### src/rtl/boreal_mmio_pkg.sv
// Shared definitions for the Boreal MMIO arbiter: default widths, FSM state
// encodings, requester IDs and the default host write-protection base.
package boreal_mmio_pkg;

  localparam int unsigned ADDR_W_DEF = 10;
  localparam int unsigned DATA_W_DEF = 32;
  localparam logic [9:0]  WPROT_BASE_DEF = 10'h380;

  typedef enum logic [1:0] {
    ST_IDLE  = 2'd0,
    ST_ISSUE = 2'd1,
    ST_WAIT  = 2'd2,
    ST_RESP  = 2'd3
  } mmio_state_t;

  typedef enum logic {
    REQ_HOST = 1'b0,
    REQ_CORE = 1'b1
  } req_id_t;

endpackage

### src/rtl/boreal_rr_arb2.sv
// Two-input round-robin arbiter. A lone requester always wins; on a tie the
// requester that was not granted last wins. The last-grant pointer advances
// only when the caller signals that the grant was accepted.
module boreal_rr_arb2
  import boreal_mmio_pkg::*;
(
  input  logic       clk,
  input  logic       rst_n,
  input  logic [1:0] req,
  input  logic       update,
  output logic [1:0] grant,
  output req_id_t    grant_id
);

  req_id_t last;

  // Grant selection: core wins if it is alone or if host was granted last
  always_comb begin
    grant_id = REQ_HOST;
    if (req[1] && (!req[0] || last == REQ_HOST)) grant_id = REQ_CORE;
    grant    = '0;
    grant[0] = req[0] && (grant_id == REQ_HOST);
    grant[1] = req[1] && (grant_id == REQ_CORE);
  end

  // Last-grant pointer; starts at core so host wins the first tie
  always_ff @(posedge clk or negedge rst_n) begin
    if (!rst_n)                last <= REQ_CORE;
    else if (update && |req)   last <= grant_id;
  end

endmodule

### src/rtl/boreal_mmio_arbiter.sv
// Boreal MMIO arbiter/sequencer: shares the single-port MMIO bus between the
// host frame decoder and the core sequencer, one transaction at a time.
// Optional feature macro BOREAL_MMIO_WPROT_EN: host writes at or above
// WPROT_BASE are suppressed and answered with h_rsp_err.
module boreal_mmio_arbiter
  import boreal_mmio_pkg::*;
#(
  parameter int unsigned       ADDR_W     = ADDR_W_DEF,
  parameter int unsigned       DATA_W     = DATA_W_DEF,
  parameter int unsigned       RD_LAT     = 1,
  parameter logic [ADDR_W-1:0] WPROT_BASE = ADDR_W'(WPROT_BASE_DEF)
) (
  input  logic              clk,
  input  logic              rst_n,
  input  logic              h_req_valid,
  output logic              h_req_ready,
  input  logic              h_req_we,
  input  logic [ADDR_W-1:0] h_req_addr,
  input  logic [DATA_W-1:0] h_req_wdata,
  output logic              h_rsp_valid,
  output logic [DATA_W-1:0] h_rsp_rdata,
  output logic              h_rsp_err,
  input  logic              c_req_valid,
  output logic              c_req_ready,
  input  logic              c_req_we,
  input  logic [ADDR_W-1:0] c_req_addr,
  input  logic [DATA_W-1:0] c_req_wdata,
  output logic              c_rsp_valid,
  output logic [DATA_W-1:0] c_rsp_rdata,
  output logic              mem_we,
  output logic [ADDR_W-1:0] mem_addr,
  output logic [DATA_W-1:0] mem_din,
  input  logic [DATA_W-1:0] mem_dout
);

`ifdef BOREAL_MMIO_WPROT_EN
  localparam bit PROT_EN = 1'b1;
`else
  localparam bit PROT_EN = 1'b0;
`endif

  localparam logic [2:0] LAT_LAST = 3'(RD_LAT - 1);

  mmio_state_t       state, state_nxt;
  req_id_t           grant_id, owner_q;
  logic [1:0]        grant;
  logic              idle, accept, sel_core, sel_we, prot_hit;
  logic [ADDR_W-1:0] sel_addr, addr_q;
  logic [DATA_W-1:0] sel_wdata, wdata_q, rdata_q;
  logic              we_q, err_q;
  logic [2:0]        cnt_q;

  assign idle   = (state == ST_IDLE);
  assign accept = idle && (h_req_valid || c_req_valid);

  boreal_rr_arb2 u_arb (
    .clk      (clk),
    .rst_n    (rst_n),
    .req      ({c_req_valid, h_req_valid}),
    .update   (accept),
    .grant    (grant),
    .grant_id (grant_id)
  );

  assign h_req_ready = idle && grant[0];
  assign c_req_ready = idle && grant[1];

  // Winner payload mux and host write-protection decision
  always_comb begin
    sel_core  = (grant_id == REQ_CORE);
    sel_we    = sel_core ? c_req_we    : h_req_we;
    sel_addr  = sel_core ? c_req_addr  : h_req_addr;
    sel_wdata = sel_core ? c_req_wdata : h_req_wdata;
    prot_hit  = PROT_EN && !sel_core && sel_we && (sel_addr >= WPROT_BASE);
  end

  // State register and WAIT-phase latency counter
  always_ff @(posedge clk or negedge rst_n) begin
    if (!rst_n) begin
      state <= ST_IDLE;
      cnt_q <= '0;
    end else begin
      state <= state_nxt;
      cnt_q <= (state == ST_WAIT) ? cnt_q + 3'd1 : '0;
    end
  end

  // Next-state logic
  always_comb begin
    state_nxt = state;
    unique case (state)
      ST_IDLE:  if (accept) state_nxt = ST_ISSUE;
      ST_ISSUE: state_nxt = we_q ? ST_RESP : ST_WAIT;
      ST_WAIT:  if (cnt_q == LAT_LAST) state_nxt = ST_RESP;
      ST_RESP:  state_nxt = ST_IDLE;
      default:  state_nxt = ST_IDLE;
    endcase
  end

  // Latch the accepted request; capture read data on the last WAIT cycle
  always_ff @(posedge clk or negedge rst_n) begin
    if (!rst_n) begin
      owner_q <= REQ_HOST;
      we_q    <= 1'b0;
      err_q   <= 1'b0;
      addr_q  <= '0;
      wdata_q <= '0;
      rdata_q <= '0;
    end else if (accept) begin
      owner_q <= grant_id;
      we_q    <= sel_we;
      err_q   <= prot_hit;
      addr_q  <= sel_addr;
      wdata_q <= sel_wdata;
      rdata_q <= '0;
    end else if (state == ST_WAIT && cnt_q == LAT_LAST) begin
      rdata_q <= mem_dout;
    end
  end

  assign mem_we   = (state == ST_ISSUE) && we_q && !err_q;
  assign mem_addr = addr_q;
  assign mem_din  = wdata_q;

  assign h_rsp_valid = (state == ST_RESP) && (owner_q == REQ_HOST);
  assign c_rsp_valid = (state == ST_RESP) && (owner_q == REQ_CORE);
  assign h_rsp_rdata = h_rsp_valid ? rdata_q : '0;
  assign c_rsp_rdata = c_rsp_valid ? rdata_q : '0;
  assign h_rsp_err   = h_rsp_valid && err_q;

endmodule

### config.mk
export PLATFORM = sky130hd
export DESIGN_NAME = boreal_mmio_arbiter
export DESIGN_NICKNAME = d
export VERILOG_FILES = /design/src/rtl/boreal_mmio_pkg.sv /design/src/rtl/boreal_rr_arb2.sv /design/src/rtl/boreal_mmio_arbiter.sv
export SDC_FILE = /design/constraint.sdc
export NUM_CORES = 1
export LEC_CHECK = 0
export ABC_AREA = 1
export CAP_MARGIN = 10
export CELL_PAD_IN_SITES_DETAIL_PLACEMENT = 1
export CELL_PAD_IN_SITES_GLOBAL_PLACEMENT = 1
export CORE_MARGIN = 1.5
export CORE_UTILIZATION = 29
export DETAILED_ROUTE_END_ITERATION = 8
export PLACE_DENSITY_LB_ADDON = 0.1
export SETUP_SLACK_MARGIN = 0.2
export SLEW_MARGIN = 40
export SYNTH_ARGS = -nofsm -noshare
export SYNTH_HDL_FRONTEND = slang
export SYNTH_SLANG_ARGS = --single-unit
### constraint.sdc
create_clock -name clk -period 3.6 [get_ports clk]
set_input_delay 0.9 -clock clk [delete_from_list [all_inputs] [get_ports clk]]
set_output_delay 0.9 -clock clk [all_outputs]
set_load 0.05 [all_outputs]
# --- Yosys cells after proc, flatten, opt, wreduce, memory -nomap -nowiden ---
# Index checks and enable logic that the tools add are counted.
word_totals:
  regBits: 82
  wordCells: 49
  output_inout_bits: 112
classes:
  n_mux: 13
  n_reduce_logical: 19
  n_bitwise: 3
  n_eq_ne: 5
  add_sub_neg: 1
op_table:
  columns: ["cell", "n"]
  rows:
  - ["32-bit 2-to-1 mux", 5]
  - ["1-bit logical AND", 11]
  - ["10-bit 2-to-1 mux", 1]
  - ["2-bit one-hot mux with 4 select lines", 1]
  - ["2-bit == test (second input constant)", 2]
  - ["2-bit 2-to-1 mux", 2]
  - ["2-bit by 1-bit inequality test with 1-bit output (second input constant)", 2]
  - ["3-bit by 1-bit adder with 3-bit output (second input constant)", 1]
  - ["3-bit logical NOT", 1]
  - ["1-bit 2-to-1 mux", 3]
  - ["3-bit 2-to-1 mux", 1]
  - ["1-bit inverter", 3]
  - ["2-bit by 1-bit == test with 1-bit output (second input constant)", 1]
  - ["2-bit logical NOT", 1]
  - ["1-bit logical OR", 2]
  - ["2-bit AND reduction", 1]
  - ["2-bit nonzero test", 1]
  - ["2-bit OR reduction", 1]
  - ["1-bit logical NOT", 1]

# --- Logic depth before layout (Yosys ltp) ---
# Gate-level depths: netlist (run 1).
logic_depth:
  word_depth: 7
  mapped_depth: 9
  depth_no_buf: 8

# --- Modules after synthesis ---
# Synthesis (run 1) repeated with hierarchy kept, for this count alone.
hier_totals:
  cells_unflattened: 630
  hier_area_um2: 4354.2
modules_own_cells:
  columns: ["mod", "cells_per_inst", "area_each_um2", "instances"]
  rows:
  - ["boreal_mmio_arbiter", 621, 4285.4, 1]
  - ["boreal_rr_arb2", 9, 68.8, 1]

# --- Worst setup path after synthesis (run 1) ---
# No wires, ideal clock.
synth_timing:
  kind: "input to output"
  start: "input port h_req_valid"
  end: "output port h_req_ready"
  cell_stages: 5
  t_arrival_ns: 2.055
  setup_slack_ns: 0.645
  cell_sequence: "nand2_1 -> nand2_2 -> buf_2 -> inv_1 -> nor2_1"
synth_via:
  elab_chain_len: 7
synth_rtl:
  columns: ["item", "line", "source"]
  rows:
  - ["start, declared", "boreal_mmio_arbiter.sv:15", "input logic h_req_valid,"]
  - ["1-bit logical NOT", "boreal_rr_arb2.sv:20", "if (req[1] && (!req[0] || last == REQ_HOST)) grant_id = REQ_CORE;"]
  - ["1-bit logical OR", "boreal_rr_arb2.sv:20", null]
  - ["1-bit logical AND", "boreal_rr_arb2.sv:20", null]
  - ["1-bit 2-to-1 mux", "boreal_rr_arb2.sv:20", null]
  - ["1-bit inverter", "boreal_rr_arb2.sv:22", "grant[0] = req[0] && (grant_id == REQ_HOST);"]
  - ["1-bit logical AND (*)", "boreal_rr_arb2.sv:22", null]
  - ["1-bit logical AND (*)", "boreal_mmio_arbiter.sv:65", "assign h_req_ready = idle && grant[0];"]
  - ["end, declared", "boreal_mmio_arbiter.sv:16", "output logic h_req_ready,"]
# Every way passes the cells marked *; elsewhere a longest branch is shown, timed or not.

# --- Worst setup path in the final report (run 1) ---
layout_timing:
  start: "register state[0]"
  end: "output port h_rsp_rdata[6]"
layout_via:
  elab_chain_len: 3
layout_rtl:
  columns: ["item", "line", "source"]
  rows:
  - ["start, declared", "boreal_mmio_arbiter.sv:44", "mmio_state_t state, state_nxt;"]
  - ["start signal, assigned", "boreal_mmio_arbiter.sv:83", "state <= state_nxt;"]
  - ["2-bit == test", "boreal_mmio_arbiter.sv:125", "assign h_rsp_valid = (state == ST_RESP) && (owner_q == REQ_HOST);"]
  - ["1-bit logical AND", "boreal_mmio_arbiter.sv:125", null]
  - ["32-bit 2-to-1 mux", "boreal_mmio_arbiter.sv:127", "assign h_rsp_rdata = h_rsp_valid ? rdata_q : '0;"]
  - ["end, declared", "boreal_mmio_arbiter.sv:21", "output logic [DATA_W-1:0] h_rsp_rdata,"]
# Every way passes these cells.

==> out/qor.txt, run 1 <==
POWER
--------------------------------------------------------------------------------------------------
Switching power of the nets .........................................................      2910 uW
Sw frac .............................................................................        48.9%
Portion of total power attributed to sequential cells ...............................        26.2%
P per Cell Area .....................................................................   817 mW/mm2
Worst ir drop on vdd ................................................................   0.000368 V
Total internal power ................................................................      3050 uW
Logic gate share of total power .....................................................        57.1%
Clk pwr share .......................................................................        16.8%
Static leakage ......................................................................   0.00352 uW

STATUS
--------------------------------------------------------------------------------------------------
Status ..............................................................................    completed

STA
--------------------------------------------------------------------------------------------------
Final Max Tran Viols ................................................................            0
Count of final setup violators ......................................................            0
Clock period minus worst slack ......................................................      3.15 ns
RSZ-0062 raised after global routing ................................................        false
Final setup TNS .....................................................................         0 ns
Peak Freq ...........................................................................      317 MHz
Final hold viol count ...............................................................            0
Clock skew ..........................................................................   0.00587 ns
Worst slew margin relative to its limit .............................................        51.6%
Share of the clock period used by the worst path ....................................        87.5%
Transition at the pin with the smallest max-transition slack ........................     0.725 ns

SYNTHESIS
--------------------------------------------------------------------------------------------------
Warnings, synthesis .................................................................            0
Cell types with the largest area share after synthesis .............................. sky130_fd_sc_hd__dfrtp_1 (45%), sky130_fd_sc_hd__nand2_1 (18%), sky130_fd_sc_hd__nand3_1 (8.7%)
Number of nets in the synthesized netlist ...........................................          753
Top cell type's share of synthesized area ...........................................        45.0%
Part of the Yosys area used for sequential elements .................................        45.6%
Syn_area_per_cell ...................................................................     7.20 um2
Number of cells produced by synthesis ...............................................          625
Number of library cell types mapped by synthesis ....................................           20
Synth area leader ................................................................... sky130_fd_sc_hd__dfrtp_1
Synthesized cell area ...............................................................  0.00450 mm2
Register bit total from synthesis ...................................................           82

CLOCKING
--------------------------------------------------------------------------------------------------
Clock sink count ....................................................................           82
TritonCTS clock tree ................................................................          yes
Hold-fix buffers, CTS ...............................................................            0
# resized after CTS .................................................................            0
Clock latency reported for the late side of the worst-skew pair .....................      0.34 ns
Clock transition time at the flip-flop clock pins of the worst setup and hold paths .      0.06 ns
Number of levels in the clock H-tree ................................................            3
Buffer cell driving the clock tree root ............................................. sky130_fd_sc_hd__clkbuf_16
Inserted Clock Buffers ..............................................................            9
Setup fix buffers added after clock tree synthesis ..................................            0
Maximum root-to-sink buffer count ...................................................            2

FINAL LAYOUT
--------------------------------------------------------------------------------------------------
Number of fillers in the final layout ...............................................         1883
Count of nets after finishing .......................................................          970
Layout Cell Area excl Fill ..........................................................  0.00729 mm2
Ant. Diodes .........................................................................            0
Area of the multi-input gates .......................................................  0.00191 mm2
Share of final-layout standard cells stronger than drive strength 1 .................        4.49%
Reg area ............................................................................  0.00205 mm2
Synthesis-to-finish area growth .....................................................        62.1%

DETAILED ROUTING
--------------------------------------------------------------------------------------------------
Drt pass-1 iters ....................................................................            4
Total wire length after detailed routing ............................................     15600 um
Wirelength per Cell .................................................................      15.1 um
Met2 Routed Length ..................................................................      7750 um
First-iteration detailed-routing DRC count ..........................................          210
Met3 wire len .......................................................................      1030 um
Vias/cell ...........................................................................         4.61
Metal-1 WL ..........................................................................      6510 um
Max Used Layer ......................................................................         met5
Remaining routing DRC violations ....................................................            0
Number of vias after detailed routing ...............................................         4775
Post-detailed-route count of antenna-violating nets .................................            0

CRITICAL PATH
--------------------------------------------------------------------------------------------------
Worst-path fanout max ...............................................................           33
Kind of critical path ...............................................................      reg2out
Arr. time, crit path ................................................................      2.25 ns
Type of destination of the critical path ............................................   output pin
Type of origin of the critical path .................................................    flip-flop
CP required .........................................................................      2.70 ns

PLACED DESIGN
--------------------------------------------------------------------------------------------------
Final weighted congestion in routability-driven placement ...........................        0.808
Quantity of I/O buffers inserted on ports ...........................................          232
Cell area after placement ...........................................................  0.00697 mm2
Placed wire-length estimate after detailed placement ................................     11600 um

MIN PATH
--------------------------------------------------------------------------------------------------
Type of the tightest min-delay check ................................................      reg2reg

FLOORPLAN
--------------------------------------------------------------------------------------------------
Area of the core ....................................................................   0.0152 mm2
Floorplan die area ..................................................................   0.0163 mm2
Effective utilization at floorplan ..................................................        29.6%
Count of standard-cell rows .........................................................           45
Horizontal die dimension ............................................................       128 um
Count of pins on the block boundary .................................................          234
Vert. Die Dim .......................................................................       128 um

GRT
--------------------------------------------------------------------------------------------------
Total congestion overflow ...........................................................            0
Via count of the first global-routing pass ..........................................         5027
Total routing resource utilization after global routing .............................        19.9%
Maximum number of pins on one net before global-route repair ........................           64
Wire length of the first global-routing pass ........................................     25400 um
Initial antenna violation count .....................................................            1

JOB
--------------------------------------------------------------------------------------------------
Max cap viols .......................................................................            0

final cells by class:
class                           instances  share of cell area (%)
Timing Repair Buffer                  244                    33.4
Sequential cell                        82                    28.2
Multi-Input combinational cell        414                    26.1
Inverter                               91                    4.68
Clock buffer                           12                    3.38
Tap cell                              188                    3.23
Clock inverter                          4                    1.03
kinds of logic (layout without fill, tap and decap cells):
group,after synthesis,in the layout,share of synthesized area [%]
and+or+nand+nor,405,405,40.3
buffers and inverters,129,351,12.0
DFF,82,82,45.6
adders and majority gates,6,6,1.67
other,1,1,0.0833
AOI/OAI and AO/OA,1,1,0.111
xor gates and xnor gates,1,1,0.195
cells in the mapped netlist, drive strengths merged:
| library cell | n |
|---|---|
| dfrtp | 81 |
| buf | 24 |
| clkbuf | 14 |
| conb | 1 |
| xnor2 | 1 |
| nor2 | 71 |
| nand2 | 213 |
| dfstp | 1 |
| nand3b | 43 |
| inv | 91 |
| nand3 | 78 |
| o21ai | 1 |
| ha | 6 |
worst max-delay path: stages (launching register included):
cell	delay, ns
sky130_fd_sc_hd__dfrtp_1	0.43
sky130_fd_sc_hd__ha_1	0.21
sky130_fd_sc_hd__nand2_1	0.06
sky130_fd_sc_hd__buf_4	0.23
sky130_fd_sc_hd__nor2_1	0.15
sky130_fd_sc_hd__clkdlybuf4s50_1	0.82
routing by layer:
layer / track usage (%) / vias to the layer above
met5: 0 / -
met3: 5.23 / 21
met4: 7.20 / 2
met2: 35.0 / 154
li1: - / 2319
met1: 23.4 / 2279
power by group through the flow:
stage | Sequential (uW) | Combinational, uW | Clock [uW]
after floorplan | 2350 | 1460 | 0
after global placement | 1550 | 3380 | 0
after detailed placement | 1570 | 3460 | 0
after CTS | 1570 | 3470 | 1030
after global routing | 1620 | 3690 | 1080
final | 1560 | 3400 | 1000
per-stage QoR:
stage	worst slack [ns]	instances	total power, uW	util [%]	hold slack (ns)
2_1_floorplan	0.645	625	3810	-	0.428
3_3_place_gp	0.497	1019	4930	45.8	0.441
3_5_place_dp	0.471	1019	5030	45.9	0.451
4_1_cts	0.418	1035	6060	48.0	0.462
5_1_grt	0.334	1035	6380	48.0	0.494
6_report	0.450	1035	5960	48.0	0.465
flip-flops by register name (all words and copies together), names as in the netlist:
signal      cells
mem_addr       10
cnt_q           3
state           2
owner_q         1
u_arb.last      1
rdata_q        32
we_q            1
mem_din        32
cell usage in the layout (no fill, tap or decap), types with 2 or more instances in the layout:
cell type	n
sky130_fd_sc_hd__clkdlybuf4s50_1	226
sky130_fd_sc_hd__nand2_1	212
sky130_fd_sc_hd__inv_1	90
sky130_fd_sc_hd__dfrtp_1	81
sky130_fd_sc_hd__nand3_1	78
sky130_fd_sc_hd__nor2_1	68
sky130_fd_sc_hd__nand3b_1	43
sky130_fd_sc_hd__buf_4	13
sky130_fd_sc_hd__clkbuf_16	9
sky130_fd_sc_hd__ha_1	6
sky130_fd_sc_hd__buf_12	3
sky130_fd_sc_hd__nor2_4	2
sky130_fd_sc_hd__clkinvlp_4	2
sky130_fd_sc_hd__bufinv_16	2
sky130_fd_sc_hd__clkbuf_1	2
worst paths after layout:
path | startpoint | endpoint | slack [ns] | depth (start not counted)
setup / recovery | state[0] | h_rsp_rdata[6] | 0.45 | 5
hold reg to reg | cnt_q[0] | cnt_q[0] | 0.47 | 1
setup reg to reg | state[0] | rdata_q[4] | 1.53 | 7
hold / removal | cnt_q[0] | cnt_q[0] | 0.47 | 1
min in group asynchronous | rst_n | rdata_q[21] | 0.51 | 1
max in group asynchronous | rst_n | u_arb.last | 2.36 | 2
Power figures use the tool's default switching activity.
==> run 2: changes to the inputs <==
--- a/config.mk
+++ b/config.mk
@@ -11,6 +11,7 @@
 export CELL_PAD_IN_SITES_GLOBAL_PLACEMENT = 1
 export CORE_MARGIN = 1.5
 export CORE_UTILIZATION = 29
+export CTS_CLUSTER_SIZE = 25
 export DETAILED_ROUTE_END_ITERATION = 8
 export PLACE_DENSITY_LB_ADDON = 0.1
 export SETUP_SLACK_MARGIN = 0.2
==> results of run 2 <==
Final layout, timing and power as in run 1 (identical DEF).
